--- src/rtl/matrix_row_sequencer.sv ---
// Compute-side initiator for the ping-pong matrix memory: fetches operand rows,
// streams them to the MAC array and writes each returned result row back.
module matrix_row_sequencer #(
    parameter int AWIDTH  = 8,
    parameter int DWIDTH  = 128,
    parameter int CNT_W   = 8,
    parameter int TIMEOUT = 64
) (
    input  logic              clk,
    input  logic              rst_n,
    input  logic              start,
    input  logic [CNT_W-1:0]  row_count,
    input  logic [AWIDTH-1:0] src_base,
    input  logic [AWIDTH-1:0] dst_base,
    output logic              busy,
    output logic              done,
    output logic              error,
    input  logic              sram_load_isfinsh,
    output logic [AWIDTH-1:0] mem_addr,
    output logic              mem_read_valid,
    input  logic              mem_read_finish,
    input  logic [DWIDTH-1:0] mem_dout,
    output logic              mem_wreq,
    output logic [DWIDTH-1:0] mem_din,
    output logic              row_valid,
    output logic [DWIDTH-1:0] row_data,
    input  logic              row_ready,
    input  logic              res_valid,
    input  logic [DWIDTH-1:0] res_data,
    output logic              res_ready
);

    localparam int TW = (TIMEOUT > 2) ? $clog2(TIMEOUT) : 1;

    typedef enum logic [2:0] {
        IDLE, WAIT_LOAD, RD_REQ, PRESENT, WAIT_RES, WRITE, FINISH
    } state_t;

    state_t            r_state;
    state_t            w_nextState;
    logic [CNT_W-1:0]  r_rowCount;
    logic [CNT_W-1:0]  r_rowIdx;
    logic [CNT_W-1:0]  w_idxNext;
    logic [AWIDTH-1:0] r_srcBase;
    logic [AWIDTH-1:0] r_dstBase;
    logic [TW-1:0]     r_tmoCnt;
    logic              w_accept;
    logic              w_timeout;
    logic              w_lastRow;

    assign w_accept  = (r_state == IDLE) && start;
    assign w_lastRow = (r_rowIdx == (r_rowCount - CNT_W'(1)));
    // The index bumps on the edge leaving WRITE, so the next read address must see it early.
    assign w_idxNext = (r_state == WRITE) ? (r_rowIdx + CNT_W'(1)) : r_rowIdx;

    always_ff @(posedge clk) begin
        if (!rst_n) r_state <= IDLE;
        else        r_state <= w_nextState;
    end

    always_comb begin
        w_nextState = r_state;
        w_timeout   = 1'b0;
        case (r_state)
            IDLE:      if (start) w_nextState = WAIT_LOAD;
            WAIT_LOAD: if (sram_load_isfinsh)
                           w_nextState = (r_rowCount == '0) ? FINISH : RD_REQ;
            RD_REQ: begin
                if (mem_read_finish) begin
                    w_nextState = PRESENT;
                end else if (r_tmoCnt == TW'(TIMEOUT - 1)) begin
                    w_timeout   = 1'b1;
                    w_nextState = FINISH;
                end
            end
            PRESENT:   if (row_valid && row_ready) w_nextState = WAIT_RES;
            WAIT_RES:  if (res_valid && res_ready) w_nextState = WRITE;
            WRITE:     w_nextState = w_lastRow ? FINISH : RD_REQ;
            FINISH:    w_nextState = IDLE;
            default:   w_nextState = IDLE;
        endcase
    end

    // Every output is registered from the upcoming state so it lines up with that state.
    always_ff @(posedge clk) begin
        if (!rst_n) begin
            busy           <= 1'b0;
            done           <= 1'b0;
            error          <= 1'b0;
            mem_read_valid <= 1'b0;
            mem_wreq       <= 1'b0;
            row_valid      <= 1'b0;
            res_ready      <= 1'b0;
            mem_addr       <= '0;
            mem_din        <= '0;
            row_data       <= '0;
            r_rowCount     <= '0;
            r_rowIdx       <= '0;
            r_srcBase      <= '0;
            r_dstBase      <= '0;
            r_tmoCnt       <= '0;
        end else begin
            busy           <= (w_nextState != IDLE) && (w_nextState != FINISH);
            done           <= (w_nextState == FINISH);
            mem_read_valid <= (w_nextState == RD_REQ);
            mem_wreq       <= (w_nextState == WRITE);
            row_valid      <= (w_nextState == PRESENT);
            res_ready      <= (w_nextState == WAIT_RES);
            r_tmoCnt       <= (r_state == RD_REQ) ? (r_tmoCnt + TW'(1)) : '0;

            if (w_accept) begin
                r_rowCount <= row_count;
                r_srcBase  <= src_base;
                r_dstBase  <= dst_base;
                r_rowIdx   <= '0;
                error      <= 1'b0;
            end else if (w_timeout) begin
                error      <= 1'b1;
            end

            if (r_state == WRITE)
                r_rowIdx <= r_rowIdx + CNT_W'(1);

            if (w_nextState == RD_REQ && r_state != RD_REQ)
                mem_addr <= r_srcBase + AWIDTH'(w_idxNext);
            else if (w_nextState == WRITE && r_state != WRITE)
                mem_addr <= r_dstBase + AWIDTH'(r_rowIdx);

            if (r_state == RD_REQ && mem_read_finish)
                row_data <= mem_dout;
            if (r_state == WAIT_RES && res_valid && res_ready)
                mem_din <= res_data;
        end
    end

endmodule

--- config.mk ---
export PLATFORM = sky130hd
export DESIGN_NAME = matrix_row_sequencer
export DESIGN_NICKNAME = d
export VERILOG_FILES = /design/src/rtl/matrix_row_sequencer.sv
export SDC_FILE = /design/constraint.sdc
export NUM_CORES = 1
export LEC_CHECK = 0
export ABC_CLOCK_PERIOD_IN_PS = 6800
export CORE_AREA = 5 5 215 217
export CTS_BUF_LIST = sky130_fd_sc_hd__clkbuf_2 sky130_fd_sc_hd__clkbuf_4 sky130_fd_sc_hd__clkbuf_8
export DETAILED_ROUTE_END_ITERATION = 16
export DIE_AREA = 0 0 220 222
export PLACE_DENSITY = 0.61
export REMOVE_ABC_BUFFERS = 1
export SLEW_MARGIN = 5
export SYNTH_ARGS = -nofsm -noshare
export SYNTH_HDL_FRONTEND = slang
export SYNTH_SLANG_ARGS = --single-unit
export TNS_END_PERCENT = 10
--- constraint.sdc ---
create_clock -name clk -period 6.8 [get_ports clk]
set_clock_uncertainty 0.1 [all_clocks]
set_input_delay 0.68 -clock clk [delete_from_list [all_inputs] [get_ports clk]]
set_output_delay 0.68 -clock clk [all_outputs]
set_load 0.1 [all_outputs]
==> results of run 1 <==
## metrics by stage
| stage | instance area, sq um | hold WS (ns) |
|---|---|---|
| 2_1_floorplan | 11400 | 0.318 |
| 3_3_place_gp | 17800 | 0.331 |
| 3_5_place_dp | 17800 | 0.340 |
| 4_1_cts | 18900 | 0.351 |
| 5_1_grt | 18900 | 0.369 |
| 6_report | 18900 | 0.348 |
## sequential cells by signal, indices dropped and copies added, names as in the netlist, 3 cells and up
register / count
row_data: 128
mem_addr: 8
r_state: 3
r_rowIdx: 8
mem_din: 128
r_tmoCnt: 6
r_srcBase: 8
r_rowCount: 8
r_dstBase: 8
## cells by family (layout without fill, tap and decap cells)
family,Yosys count,after routing,synth area share (%)
xor gates and xnor gates,32,32,2.38
AOI/OAI and AO/OA,348,348,15.7
adders and majority gates,20,20,2.25
muxes,1,1,0.0849
buffers and inverters,118,667,3.95
and+or+nand+nor,675,675,22.7
other,0,2,0
DFF,312,312,53.0
## placed cells by master, fill, tap and decap left out, types with 2 or more instances in the layout
cell,instances
sky130_fd_sc_hd__a211oi_1,3
sky130_fd_sc_hd__a21o_1,2
sky130_fd_sc_hd__a21oi_1,296
sky130_fd_sc_hd__a311oi_1,5
sky130_fd_sc_hd__a31oi_1,6
sky130_fd_sc_hd__and3_1,5
sky130_fd_sc_hd__buf_4,6
sky130_fd_sc_hd__clkbuf_4,22
sky130_fd_sc_hd__clkbuf_8,64
sky130_fd_sc_hd__clkdlybuf4s50_1,557
sky130_fd_sc_hd__clkinv_2,2
sky130_fd_sc_hd__dfxtp_1,312
sky130_fd_sc_hd__diode_2,2
sky130_fd_sc_hd__fa_1,2
sky130_fd_sc_hd__ha_1,18
sky130_fd_sc_hd__inv_1,11
sky130_fd_sc_hd__nand2_1,591
sky130_fd_sc_hd__nand2b_1,4
sky130_fd_sc_hd__nand3_1,9
sky130_fd_sc_hd__nand4_1,2
sky130_fd_sc_hd__nor2_1,30
sky130_fd_sc_hd__nor2b_1,5
sky130_fd_sc_hd__nor3_1,15
sky130_fd_sc_hd__nor3_2,2
sky130_fd_sc_hd__o211ai_1,2
sky130_fd_sc_hd__o21a_1,5
sky130_fd_sc_hd__o21ai_0,18
sky130_fd_sc_hd__o31ai_1,2
sky130_fd_sc_hd__xnor2_1,21
sky130_fd_sc_hd__xor2_1,11
## layout make-up
cell class | instances | area share [%]
Antenna cell | 2 | 0.0265
Clock buffer | 86 | 5.54
Clock inverter | 4 | 0.252
Inverter | 13 | 0.298
Multi-Input combinational cell | 1076 | 27.0
Sequential cell | 312 | 33.1
Tap cell | 592 | 3.92
Timing Repair Buffer | 564 | 29.9
## routing by layer
layer  vias to the layer above  GRT usage, %  part of all wire (%)
met5                         -             0                 0.022
met3                        74          6.06                   9.3
met4                         2          5.78                   2.5
met2                       457          30.0                    49
met1                      5565          20.7                    40
li1                       5956             -                     -
## worst max-delay path: cells and delay by family (launching register included)
kind                     cells  cell delay [ns]
AO/OA/AOI/OAI                5             0.84
XOR/XNOR                     1             0.14
adder cells (fa/ha/maj)      3             0.97
buffers and inverters        2             0.35
flip-flops                   1             0.46
AND/OR/NAND/NOR              3             0.55
## path summary, 6_finish.rpt
check                            startpoint           to  slack [ns]  depth (start not counted)
worst max register to register   r_state[1]  mem_addr[6]        3.32                         14
worst min-delay path            r_tmoCnt[0]  r_tmoCnt[0]        0.35                          1
worst max-delay path             r_state[1]  mem_addr[6]        3.32                         14
worst min register to register  r_tmoCnt[0]  r_tmoCnt[0]        0.35                          1
## where the power goes
part           switching (mW)  internal (mW)
logic                   0.359          0.245
registers              0.0292           1.87
clock network           0.750           1.00
==> run summary, run 1 <==
The run finished with clean final reports. The tools report the cell area after synthesis as 11800 sq um. The post-route non-filler standard cell count was 2649; the fraction of registers with async set/reset was 0%. The last weighted congestion value of the routability-driven placer was 0.860; the maximum single-stage delay on the critical path was 0.46 ns.

Detailed routing inserted a total of 12.1k vias. The number of setup buffers added after CTS is 0. Total power for the finished layout comes to 4.25 mW. In this run the tightest slew margin relative to its limit is 23.7%. The count of input and output buffers is 557. By startpoint and endpoint, the worst setup path is classified as reg -> reg.

The synthesized design contains 0 enable-type register cells. After detailed placement, the design holds a cell count of 2557. OpenSTA, run right after detailed placement, puts the worst setup slack at 3.39 ns. After layout, the worst path uses 51.1% of the clock period. TritonCTS built the clock tree.

The clock reaches the later pin of the worst-skew pair after 0.60 ns. The critical path's most frequent cell is sky130_fd_sc_hd__a21oi_1. The signal on the critical path passes through nor2b_1 -> nand2_1 -> clkinv_1 -> ha_1 -> inv_1 -> ha_1 -> fa_1 -> a21o_1 -> a21oi_1 -> o21bai_1 -> a21oi_1 -> xnor2_1 -> nand3_1 -> a21oi_1.

During synthesis, Yosys emitted a total of 0 warnings. Sequential elements use 53.0% of the synthesized area. Synthesis produced 1506 cells. The logs give 558 for the boundary pin count and 0 ns for the final setup TNS. In the final layout, the multi-input gates occupy 5110 sq um. IR analysis of the VDD net gives a maximum drop of 0.000141 V. The detail-routed via count per cell was 4.55; the number of global-route vias before repair was 11.7k. The run gives 776 as the violation count after the first detailed-route iteration.

The final number of hold-violating endpoints came out at 0. From synthesis to final layout, the design area changed by 60.3%. The combined global-route utilization of all metal layers came out at 17.6%. The tools report the site row count as 77. Flip-flop and latch count after synthesis: 312. Entering global routing, the biggest net connects 157 pins. Clock-pin slew was measured on the worst setup and hold paths at 0.06 ns. The slew at the pin closest to its max-slew limit was 1.14 ns; the number of nets with antenna violations after routing was 0. After filler insertion, the fill cell instance count of the layout stands at 4457. Across the run, the number of max-cap violations was 0. The run gives 312 as the number of sinks on the clock net. Ranked by total cell area, the synthesized netlist is headed by sky130_fd_sc_hd__dfxtp_1 53%, sky130_fd_sc_hd__nand2_1 19%, sky130_fd_sc_hd__a21oi_1 13%, sky130_fd_sc_hd__clkbuf_1 2.9%, sky130_fd_sc_hd__ha_1 1.9%. Measured along the x axis, the die boundary spans 220 um. The logs give 3.91 ns for the data arrival time of the critical path and 5 for the total iterations of the first detailed-routing run. The initial utilization of the core area, before any placement, comes to 26.8%. Summed over all nets, the half-perimeter wirelength after detailed placement is 33100 um. Counting instances in the post-synthesis netlist gives the leading cell types as 592 x sky130_fd_sc_hd__nand2_1, 312 x sky130_fd_sc_hd__dfxtp_1, 296 x sky130_fd_sc_hd__a21oi_1. Predominant post-synthesis flop cell: sky130_fd_sc_hd__dfxtp_1. Measured on the finished design, the core utilization comes to 43.0%.

For this design the static power due to leakage is 6.41 nW. Along the worst path, the maximum fanout reaches 11. In the final design database the tool counted 2329 nets. Leading cell type by number of instances after synthesis: sky130_fd_sc_hd__nand2_1. The worst setup path is captured at a flip-flop. The run gives 0 as the total of cells resized after clock tree synthesis. The final worst slack is 3.32 ns, and the wire length per cell after detailed routing is 17.4 um.

In this run the power density over the cells is 225 nW/um^2. The synthesized area divided by synthesized cell count is 7.83 sq um. The min-delay analysis places its worst path in the category reg -> reg.

The DRC violation count after routing came out at 0. Setup repair after global routing left no endpoint under its margin. Measured along the y axis, the die boundary spans 222 um. CTS placed an instance of sky130_fd_sc_hd__clkbuf_8 at the clock tree root. The H-tree was split into 2 levels.

STA classifies the critical path startpoint as a flip-flop. Of the cells placed in the final design, the portion with a size suffix greater than 1 is 5.45%. The share of synthesized area in the top cell type comes to 53.0%. The number of antenna violations at the first check in global routing is 3. In this run the deepest clock path goes through 3 buffers. Of all cell types, the one taking the most synthesized area is sky130_fd_sc_hd__dfxtp_1. The run gives 0 as the number of buffers added to fix hold violations after cts. After detailed routing, the total wire length is 46000 um. The first global-routing pass estimated 68700 um of wire. The die covers 48800 sq um. The logs give 7.23 ns for the worst path required time and 48 for the number of library cell types mapped by synthesis. The total global routing overflow was 0. The number of max-slew violations in the final report came out at 0. The number of clock buffers added by TritonCTS is 55. The largest individual stage delay along the critical path comes from the cell sky130_fd_sc_hd__dfxtp_1.

Setup violations remaining at the end of the flow were counted as 0. For the sequential cell area, the log shows 6250 sq um. For the finished layout, the period the worst path requires is 3.48 ns.

The top achievable clock speed is 288 MHz, and the standard cell core area is 43900 sq um.
Note: power is estimated with default switching activity, not from simulation.
==> run 2: changes to the inputs <==
--- a/config.mk
+++ b/config.mk
@@ -5,11 +5,11 @@
 export SDC_FILE = /design/constraint.sdc
 export NUM_CORES = 1
 export LEC_CHECK = 0
-export ABC_CLOCK_PERIOD_IN_PS = 6800
-export CORE_AREA = 5 5 215 217
+export ABC_CLOCK_PERIOD_IN_PS = 3550
+export CORE_AREA = 5 5 213 215
 export CTS_BUF_LIST = sky130_fd_sc_hd__clkbuf_2 sky130_fd_sc_hd__clkbuf_4 sky130_fd_sc_hd__clkbuf_8
 export DETAILED_ROUTE_END_ITERATION = 16
-export DIE_AREA = 0 0 220 222
+export DIE_AREA = 0 0 218 220
 export PLACE_DENSITY = 0.61
 export REMOVE_ABC_BUFFERS = 1
 export SLEW_MARGIN = 5
==> constraint.sdc (replaced) <==
create_clock -name clk -period 3.55 [get_ports clk]
set_clock_uncertainty 0.1 [all_clocks]
set_input_delay 0.355 -clock clk [delete_from_list [all_inputs] [get_ports clk]]
set_output_delay 0.355 -clock clk [all_outputs]
set_load 0.1 [all_outputs]
==> run 2 against run 1 <==
Net effect:
- flip-flop and latch count did not move
- fmax rose by 10%
- largest power group unchanged
- combinational power rose by 94%
- sequential power rose by 91%
- power rose by 98%
- final cell count rose by 1.0%
- clock power rose by 110%
- via count rose by 0.75%
- worst setup slack got worse by 2.9 ns
- first-iteration DRC count fell by 25%
- global-route usage fell by 0.10 points
==> run summary, run 2 (synthesis results as in run 1) <==
The run finished with clean final reports. TritonCTS built the clock tree. The number of sinks on the clock net came out at 312 (unchanged). The share of the core filled with cells in the final layout is 44.1% (+1.1 points). The critical path goes through nor2b_1 -> nand2_1 -> clkinv_1 -> ha_1 -> inv_1 -> ha_1 -> fa_1 -> a21o_1 -> a21oi_1 -> o21bai_1 -> a21oi_1 -> xnor2_1 -> nand3_1 -> a21oi_1. The destination of the critical timing path is mem_addr[6].

The worst path required time is 4.01 ns (-3.22 ns), and the routed wire length on met3 is 4200 um (-1.8%). Tracing the worst setup path back leads to its startpoint at r_state[1]. The cell depth of the worst hold path works out to 3 (+2).

The slowest stage of the critical path is the sky130_fd_sc_hd__dfxtp_1 cell. Slew at the pin closest to its max-slew limit: 1.11 ns (-0.0342 ns). The type of destination of the critical path is a flip-flop. The switching share of power is 27.1% (+0.31 points), and the share of power burned in combinational logic is 14.0% (-0.2 points). In the layout the commonest cells are 591 x sky130_fd_sc_hd__nand2_1, 557 x sky130_fd_sc_hd__clkdlybuf4s50_1, 312 x sky130_fd_sc_hd__dfxtp_1. The number of cells traversed by the worst register-to-register path was 14 (unchanged); the final design instance area without fill was 19200 sq um (+1.7%). The logs give 4 (+1) for the number of antenna violations at the first check in global routing and 33400 um (+0.81%) for the total half-perimeter wirelength after legalization and detailed placement. The portion of the clock cycle consumed by the worst path in the final layout came out at 88.7% (+38 points). For the initial core utilization, the log shows 27.1% (+0.24 points).

The final wirelength was 45400 um (-1.3%). The maximum single-stage delay on the critical path was 0.47 ns (about the same). The via count was 12.1k (+0.75%); the post-CTS clock slew at the launch and capture registers of the worst setup and hold paths was 0.06 ns (about the same). The highest metal layer with signal wires is met5. The tools report the net load switching power as 2.28 mW (+100%). The worst register-to-register path ends at mem_addr[6]. The logs give 0 (unchanged) for the number of setup buffers added after CTS and 558 (unchanged) for the boundary pin count. The sequential power share is 43.2% (-1.4 points). The run gives 0.861 (about the same) as the last weighted congestion value of the routability-driven placer.

The run gives 3.61 ns (-0.30 ns) as the data arrival time of the critical path. The beginning of the worst register-to-register path was r_state[1]. The run gives 3 (unchanged) as the number of buffers on the longest clock path. The number of max-slew violations in the final report came out at 0 (unchanged).

The logs give 48000 sq um (-1.8%) for the full die area and 2676 (+1.0%) for the post-route non-filler standard cell count. For the total iterations of the first detailed-routing run, the log shows 7 (+2). The biggest fanout along the worst timing path is 9 (-2). The number of levels in the clock H-tree is 2 (unchanged), and the internal cell power is 6.13 mW (+97%).

The run gives 11.8k (+1.0%) as the number of global-route vias before repair. The static leakage is 6.58 nW (+2.7%). The tools report the pre-CTS setup slack as 0.460 ns (-2.93 ns).

Critical path launch point type: a flip-flop. For the worst hold slack after final layout, the log shows 0.170 ns (-0.179 ns). The total length of routed met2 wires was 21700 um (-2.8%).

The standard cell core area came out at 43500 sq um (-0.88%). The tools report the fill cell total of the finished layout as 4375 (-1.8%). The count of input and output buffers was 557 (unchanged); the total of cells resized after clock tree synthesis was 0 (unchanged). Standard cell area after detailed placement: 18000 sq um (+1.1%). The final number of hold-violating endpoints was 0 (unchanged).

The total power density per cell area was 438 nW/um^2 (+94%). The tightest min-delay check is of the in -> reg type. The tools report the combined global-route utilization of all metal layers as 17.5% (-0.10 points). For the DRC violation count after routing, the log shows 0 (unchanged).

The area growth from synthesis to layout is 63.0%. The die outline width came out at 218 um (-0.91%). The relative slew slack is 25.7% (+2.0 points), and the number of maximum-capacitance constraint violations is 0 (unchanged).

The critical path's most frequent cell is sky130_fd_sc_hd__a21oi_1. The tools report the number of nets in the layout as 2345 (+0.69%). The final number of setup-violating endpoints came out at 0 (unchanged). The top achievable clock speed was 317 MHz (+10%). Vertical extent of the die: 220 um (-0.90%). The worst-case register-to-register setup slack is 0.40 ns (-2.92 ns).

The final critical path time including I/O delays and setup is 3.15 ns (-0.326 ns), and the detail-routed via count per cell is 4.54 (-0.27%). The share of cells above drive strength 1 was 6.68% (+1.2 points); the site row count was 77 (unchanged). Setup repair after global routing left no endpoint under its margin. The run gives 0 (unchanged) as the number of nets with antenna violations after routing. The largest registers in the layout are mem_din (128), row_data (128). By startpoint and endpoint, the worst setup path is classified as reg -> reg.

The tools report the library cell used as clock root buffer as sky130_fd_sc_hd__clkbuf_8. The tools report the detailed-routing wirelength on met1 as 18100 um (-0.87%). Maximum number of pins on one net before global-route repair: 114 (-27%). The wire length per cell after detailed routing was 16.9 um (-2.3%).

The total global routing overflow is 0 (unchanged). The run gives 54 (-1.8%) as the number of buffers inserted during clock tree synthesis. The largest vdd supply drop is 0.000306 V (+120%). The most common cell after layout, fill and taps aside was sky130_fd_sc_hd__nand2_1. The tools report the violation count after the first detailed-route iteration as 584 (-25%). The clock group share of total power was 42.8% (+1.7 points); the final worst slack was 0.400 ns (-2.92 ns). The number of buffers added to fix hold violations after cts is 0 (unchanged).

The wire length of the first global-routing pass came out at 66700 um (-2.8%). The tools report the clock insertion delay at the later pin of the skew report as 0.63 ns (+0.03 ns). The number of placed instances, taps included came out at 2574 (+0.66%).
==> run 2: changes by cell type in the layout (fill, tap and decap cells not counted), sizes merged <==
cell / delta
buf: +17
clkinv: +8
clkbuf: -2
clkinvlp: +2
bufinv: +1
inv: +1
==> run 2: power groups by stage <==
stage | sequential (mW) | clock, mW | combinational, mW
floorplan | 4.04 | 0 | 0.288
global placement | 3.71 | 0 | 1.17
detailed placement | 3.71 | 0 | 1.18
CTS | 3.63 | 3.74 | 1.18
global route | 3.64 | 3.90 | 1.25
finish | 3.63 | 3.60 | 1.17
==> run 2: metrics by stage <==
step                      setup TNS (ns)  power (mW)
after detailed placement               0        4.89
after floorplan                  -138.17        4.33
after CTS                              0        8.56
after global routing                   0        8.79
after global placement                 0        4.88
final                                  0        8.41
==> run 2: how the worst min path moves through the flow <==
stage	startpoint	endpoint	slack, ns
after floorplan	r_tmoCnt[0]	r_tmoCnt[0]	0.32
after global placement	r_tmoCnt[0]	r_tmoCnt[0]	0.33
after detailed placement	row_data[115]	row_data[115]	0.35
after CTS	res_data[78]	mem_din[78]	0.10
after global routing	mem_dout[124]	row_data[124]	0.12
final	mem_dout[108]	row_data[108]	0.17
==> run 2: layout make-up <==
cell class / instances / area (sq um) / share of cell area (%)
clock buffer: 84 / 1070 / 5.56
tap: 592 / 741 / 3.86
inverter: 13 / 56.3 / 0.293
sequential: 312 / 6250 / 32.5
timing repair buffer: 581 / 5840 / 30.4
multi-input combinational: 1076 / 5110 / 26.6
clock inverter: 16 / 145 / 0.755
antenna: 2 / 5.00 / 0.0260
==> run 2: worst max-delay path, delay by kind of cell, from the launching register on <==
| family | cells | cell delay, ns |
|---|---|---|
| flip-flops | 1 | 0.47 |
| XOR/XNOR | 1 | 0.13 |
| AO/OA/AOI/OAI | 5 | 0.82 |
| AND/OR/NAND/NOR | 3 | 0.36 |
| buffers and inverters | 2 | 0.24 |
| adder cells (fa/ha/maj) | 3 | 0.95 |
==> run 2: routing by layer <==
| metal | GRT usage [%] | vias to the layer above |
|---|---|---|
| li1 | - | 5994 |
| met1 | 20.5 | 5600 |
| met2 | 29.6 | 460 |
| met3 | 6.58 | 88 |
| met4 | 6.30 | 2 |
| met5 | 0 | - |
==> run 3: changes to the inputs <==
--- a/config.mk
+++ b/config.mk
@@ -5,12 +5,12 @@
 export SDC_FILE = /design/constraint.sdc
 export NUM_CORES = 1
 export LEC_CHECK = 0
-export ABC_CLOCK_PERIOD_IN_PS = 3550
-export CORE_AREA = 5 5 213 215
+export ABC_CLOCK_PERIOD_IN_PS = 3800
+export CORE_AREA = 5 5 287 149
 export CTS_BUF_LIST = sky130_fd_sc_hd__clkbuf_2 sky130_fd_sc_hd__clkbuf_4 sky130_fd_sc_hd__clkbuf_8
 export DETAILED_ROUTE_END_ITERATION = 16
-export DIE_AREA = 0 0 218 220
-export PLACE_DENSITY = 0.61
+export DIE_AREA = 0 0 292 154
+export PLACE_DENSITY = 0.65
 export REMOVE_ABC_BUFFERS = 1
 export SLEW_MARGIN = 5
 export SYNTH_ARGS = -nofsm -noshare
==> constraint.sdc (replaced) <==
create_clock -name clk -period 3.8 [get_ports clk]
set_clock_uncertainty 0.1 [all_clocks]
set_input_delay 0.38 -clock clk [delete_from_list [all_inputs] [get_ports clk]]
set_output_delay 0.38 -clock clk [all_outputs]
set_load 0.1 [all_outputs]
==> run 3 against run 2 <==
Net effect:
- clock power down 20%
- sequential power decreased by 6.6%
- clock-buffer cell count is 12 lower
- power shrank 12%
- final area fell by 2.2%
- die area down 6.2%
- wire length decreased by 0.59%
- hold slack better by 0.079 ns
- critical endpoint is now mem_addr[7]
- largest cell class unchanged
- largest power group unchanged
==> run summary, run 3 (synthesis results as in run 1) <==
The run gives 0 (unchanged) as the total of cells resized after clock tree synthesis. The critical path is of the reg -> reg type. The startpoint identified for the worst register-to-register timing path is r_state[1]. The portion of the clock cycle consumed by the worst path in the final layout came out at 85.3% (-3.5 points). The count of input and output buffers is 557 (unchanged), and the static leakage is 6.38 nW (-2.9%).

The total global routing overflow was 0 (unchanged). The number of buffers added to fix hold violations after cts came out at 0 (unchanged). The final critical path time including I/O delays and setup was 3.24 ns (+0.0899 ns). The boundary pin count was 558 (unchanged); the number of nets with antenna violations after routing was 0 (unchanged).

The combined global-route utilization of all metal layers came out at 18.6% (+1.1 points). The most common cell after layout, fill and taps aside is sky130_fd_sc_hd__nand2_1. Worst-case register-to-register setup slack: 0.56 ns (+0.16 ns).

The number of nets in the layout came out at 2331 (-0.60%). The worst path required time was 4.16 ns (+0.15 ns); the DRC violation count after routing was 0 (unchanged). The tools report the library cell used as clock root buffer as sky130_fd_sc_hd__clkbuf_8. The switching share of power is 27.5% (+0.46 points), and the fill cell total of the finished layout is 3820 (-13%). The number of antenna violations at the first check in global routing is 2 (-2). The layer flagged by global routing as most heavily used is met2.

The net load switching power came out at 2.03 mW (-11%). The endpoint identified for the worst register-to-register timing path is mem_addr[7]. Setup repair after global routing left no endpoint under its margin.

The critical path ends at mem_addr[7]. The relative slew slack was 22.3% (-3.4 points). The wire length per cell after detailed routing works out to 17.4 um (+2.6%). The total half-perimeter wirelength after legalization and detailed placement came out at 32900 um (-1.4%). The final wirelength came out at 45100 um (-0.59%). Internal cell power: 5.33 mW (-13%). For the sequential power share, the log shows 46.1% (+2.9 points). The cell depth of the worst hold path came out at 3 (unchanged).

The tools report the number of global-route vias before repair as 11.5k (-2.3%). The largest vdd supply drop was 0.000274 V (-10%). The run gives 52 (-32%) as the site row count. In the layout the commonest cells are 591 x sky130_fd_sc_hd__nand2_1, 557 x sky130_fd_sc_hd__clkdlybuf4s50_1, 312 x sky130_fd_sc_hd__dfxtp_1.

Fraction of met2 tracks used by global routing: 31.6% (+2.1 points). Class of the worst hold path: in -> reg. The final number of setup-violating endpoints was 0 (unchanged).

The tools report the number of buffers on the longest clock path as 3 (unchanged). The run gives 0.248 ns (+0.0786 ns) as the worst hold slack after final layout. The tools report the final number of hold-violating endpoints as 0 (unchanged). The number of sinks on the clock net was 312 (unchanged). The vertical extent of the die is 154 um (-30%), and the total power density per cell area is 392 nW/um^2 (-11%). The tools report the met1 global-route usage as 22.8% (+2.3 points). The run gives 11.9k (-2.2%) as the via count. Critical path launch point type: a flip-flop.

The standard cell core area came out at 39800 sq um (-8.6%). The sequential cell area is 6250 sq um (unchanged), and the total iterations of the first detailed-routing run is 5 (-2). The number of maximum-capacitance constraint violations is 0 (unchanged), and the clock insertion delay at the later pin of the skew report is 0.56 ns (-0.07 ns). The post-synthesis to final-layout area growth works out to 59.5%. The most critical setup path has its startpoint at r_state[1].

The top achievable clock speed was 309 MHz (-2.8%); the number of setup buffers added after CTS was 0 (unchanged). For the wire length of the first global-routing pass, the log shows 67300 um (+0.81%). The run gives 14.8% (+0.8 points) as the share of power burned in combinational logic. For the number of buffers inserted during clock tree synthesis, the log shows 50 (-7.4%). The die outline width works out to 292 um (+34%). Final design instance area without fill: 18800 sq um (-2.2%).

The full die area was 45000 sq um (-6.2%); the number of max-slew violations in the final report was 0 (unchanged). The share of cells above drive strength 1 was 5.22% (-1.5 points). TritonCTS built the clock tree. The number of levels in the clock H-tree came out at 2 (unchanged).

The tools report the global routing usage on met3 as 6.26% (-0.33 points). The biggest fanout along the worst timing path is 9 (unchanged). The violation count after the first detailed-route iteration came out at 715 (+22%). For the initial core utilization, the log shows 29.6% (+2.5 points).

STA classifies the critical path endpoint as a flip-flop. The post-CTS clock slew at the launch and capture registers of the worst setup and hold paths came out at 0.07 ns (about the same). The run finished with clean final reports. For the data arrival time of the critical path, the log shows 3.60 ns (about the same). The logs give 122 (+7.0%) for the maximum number of pins on one net before global-route repair and 5110 sq um (unchanged) for the area taken by multi-input logic gates. The slew at the pin closest to its max-slew limit came out at 1.16 ns (+0.0513 ns). The clock group share of total power is 39.1% (-3.7 points).

The detail-routed via count per cell was 4.58 (+1.0%). The largest registers in the layout are mem_din (128), row_data (128). The last weighted congestion value of the routability-driven placer is 0.858 (-0.26%), and the number of cells traversed by the worst register-to-register path is 12 (-2). The run gives 17800 sq um (-0.92%) as the standard cell area after detailed placement.
run 3: changes by cell type in the layout (fill, tap and decap cells not counted):
cell	before	now
sky130_fd_sc_hd__buf_4	17	9
sky130_fd_sc_hd__inv_6	1	0
sky130_fd_sc_hd__clkinv_4	1	0
sky130_fd_sc_hd__clkinv_2	9	5
sky130_fd_sc_hd__clkbuf_4	14	10
sky130_fd_sc_hd__buf_12	7	5
sky130_fd_sc_hd__bufinv_16	2	0
sky130_fd_sc_hd__clkbuf_8	70	62
sky130_fd_sc_hd__clkinvlp_4	3	1
run 3: worst min-delay path by stage:
stage	from	endpoint	slack, ns
2_1_floorplan	r_tmoCnt[0]	r_tmoCnt[0]	0.32
3_5_place_dp	r_tmoCnt[0]	r_tmoCnt[0]	0.34
4_1_cts	res_data[53]	mem_din[53]	0.16
5_1_grt	res_data[68]	mem_din[68]	0.20
6_report	mem_dout[74]	row_data[74]	0.25
3_3_place_gp	r_tmoCnt[0]	r_tmoCnt[0]	0.33
run 3: cell type report:
cell class,count,area share (%)
Sequential cell,312,33.2
Tap cell,540,3.59
Clock buffer,72,4.94
Timing Repair Buffer,571,30.6
Clock inverter,6,0.173
Inverter,13,0.300
Antenna cell,2,0.0266
Multi-Input combinational cell,1076,27.2
run 3: worst max-delay path: stages (launching register included):
cell and delay [ns]:
sky130_fd_sc_hd__dfxtp_1 0.47, sky130_fd_sc_hd__nor2b_1 0.14, sky130_fd_sc_hd__nand2_1 0.14, sky130_fd_sc_hd__clkinv_1 0.22, sky130_fd_sc_hd__o21ai_0 0.51, sky130_fd_sc_hd__ha_1 0.35
sky130_fd_sc_hd__a211oi_1 0.21, sky130_fd_sc_hd__nor2_1 0.09, sky130_fd_sc_hd__o21ai_0 0.22, sky130_fd_sc_hd__a211o_1 0.17, sky130_fd_sc_hd__xnor2_1 0.11, sky130_fd_sc_hd__nor3_1 0.06
sky130_fd_sc_hd__a311oi_1 0.34
run 3: power groups by stage:
| stage | sequential [mW] | clock, mW | combinational, mW |
|---|---|---|---|
| finish | 3.39 | 2.87 | 1.09 |
| global route | 3.40 | 3.16 | 1.15 |
| CTS | 3.39 | 3.01 | 1.10 |
| detailed placement | 3.46 | 0 | 1.09 |
| global placement | 3.46 | 0 | 1.08 |
| floorplan | 3.78 | 0 | 0.269 |
run 3: routing by layer:
layer	vias up	part of all wire, %
li1	5936	-
met1	5493	42
met2	380	48
met3	72	8.2
met4	0	2.1
met5	-	0
run 3: through the flow:
stage | cells | power [mW] | setup TNS (ns) | setup slack, ns | utilization [%]
finish | 2592 | 7.36 | 0 | 0.560 | 47.2
global route | 2592 | 7.71 | 0 | 0.249 | 47.2
CTS | 2590 | 7.50 | 0 | 0.633 | 47.2
detailed placement | 2512 | 4.56 | 0 | 0.650 | 44.8
global placement | 2512 | 4.54 | 0 | 0.723 | 44.8
floorplan | 1401 | 4.05 | -102.42 | -1.16 | -
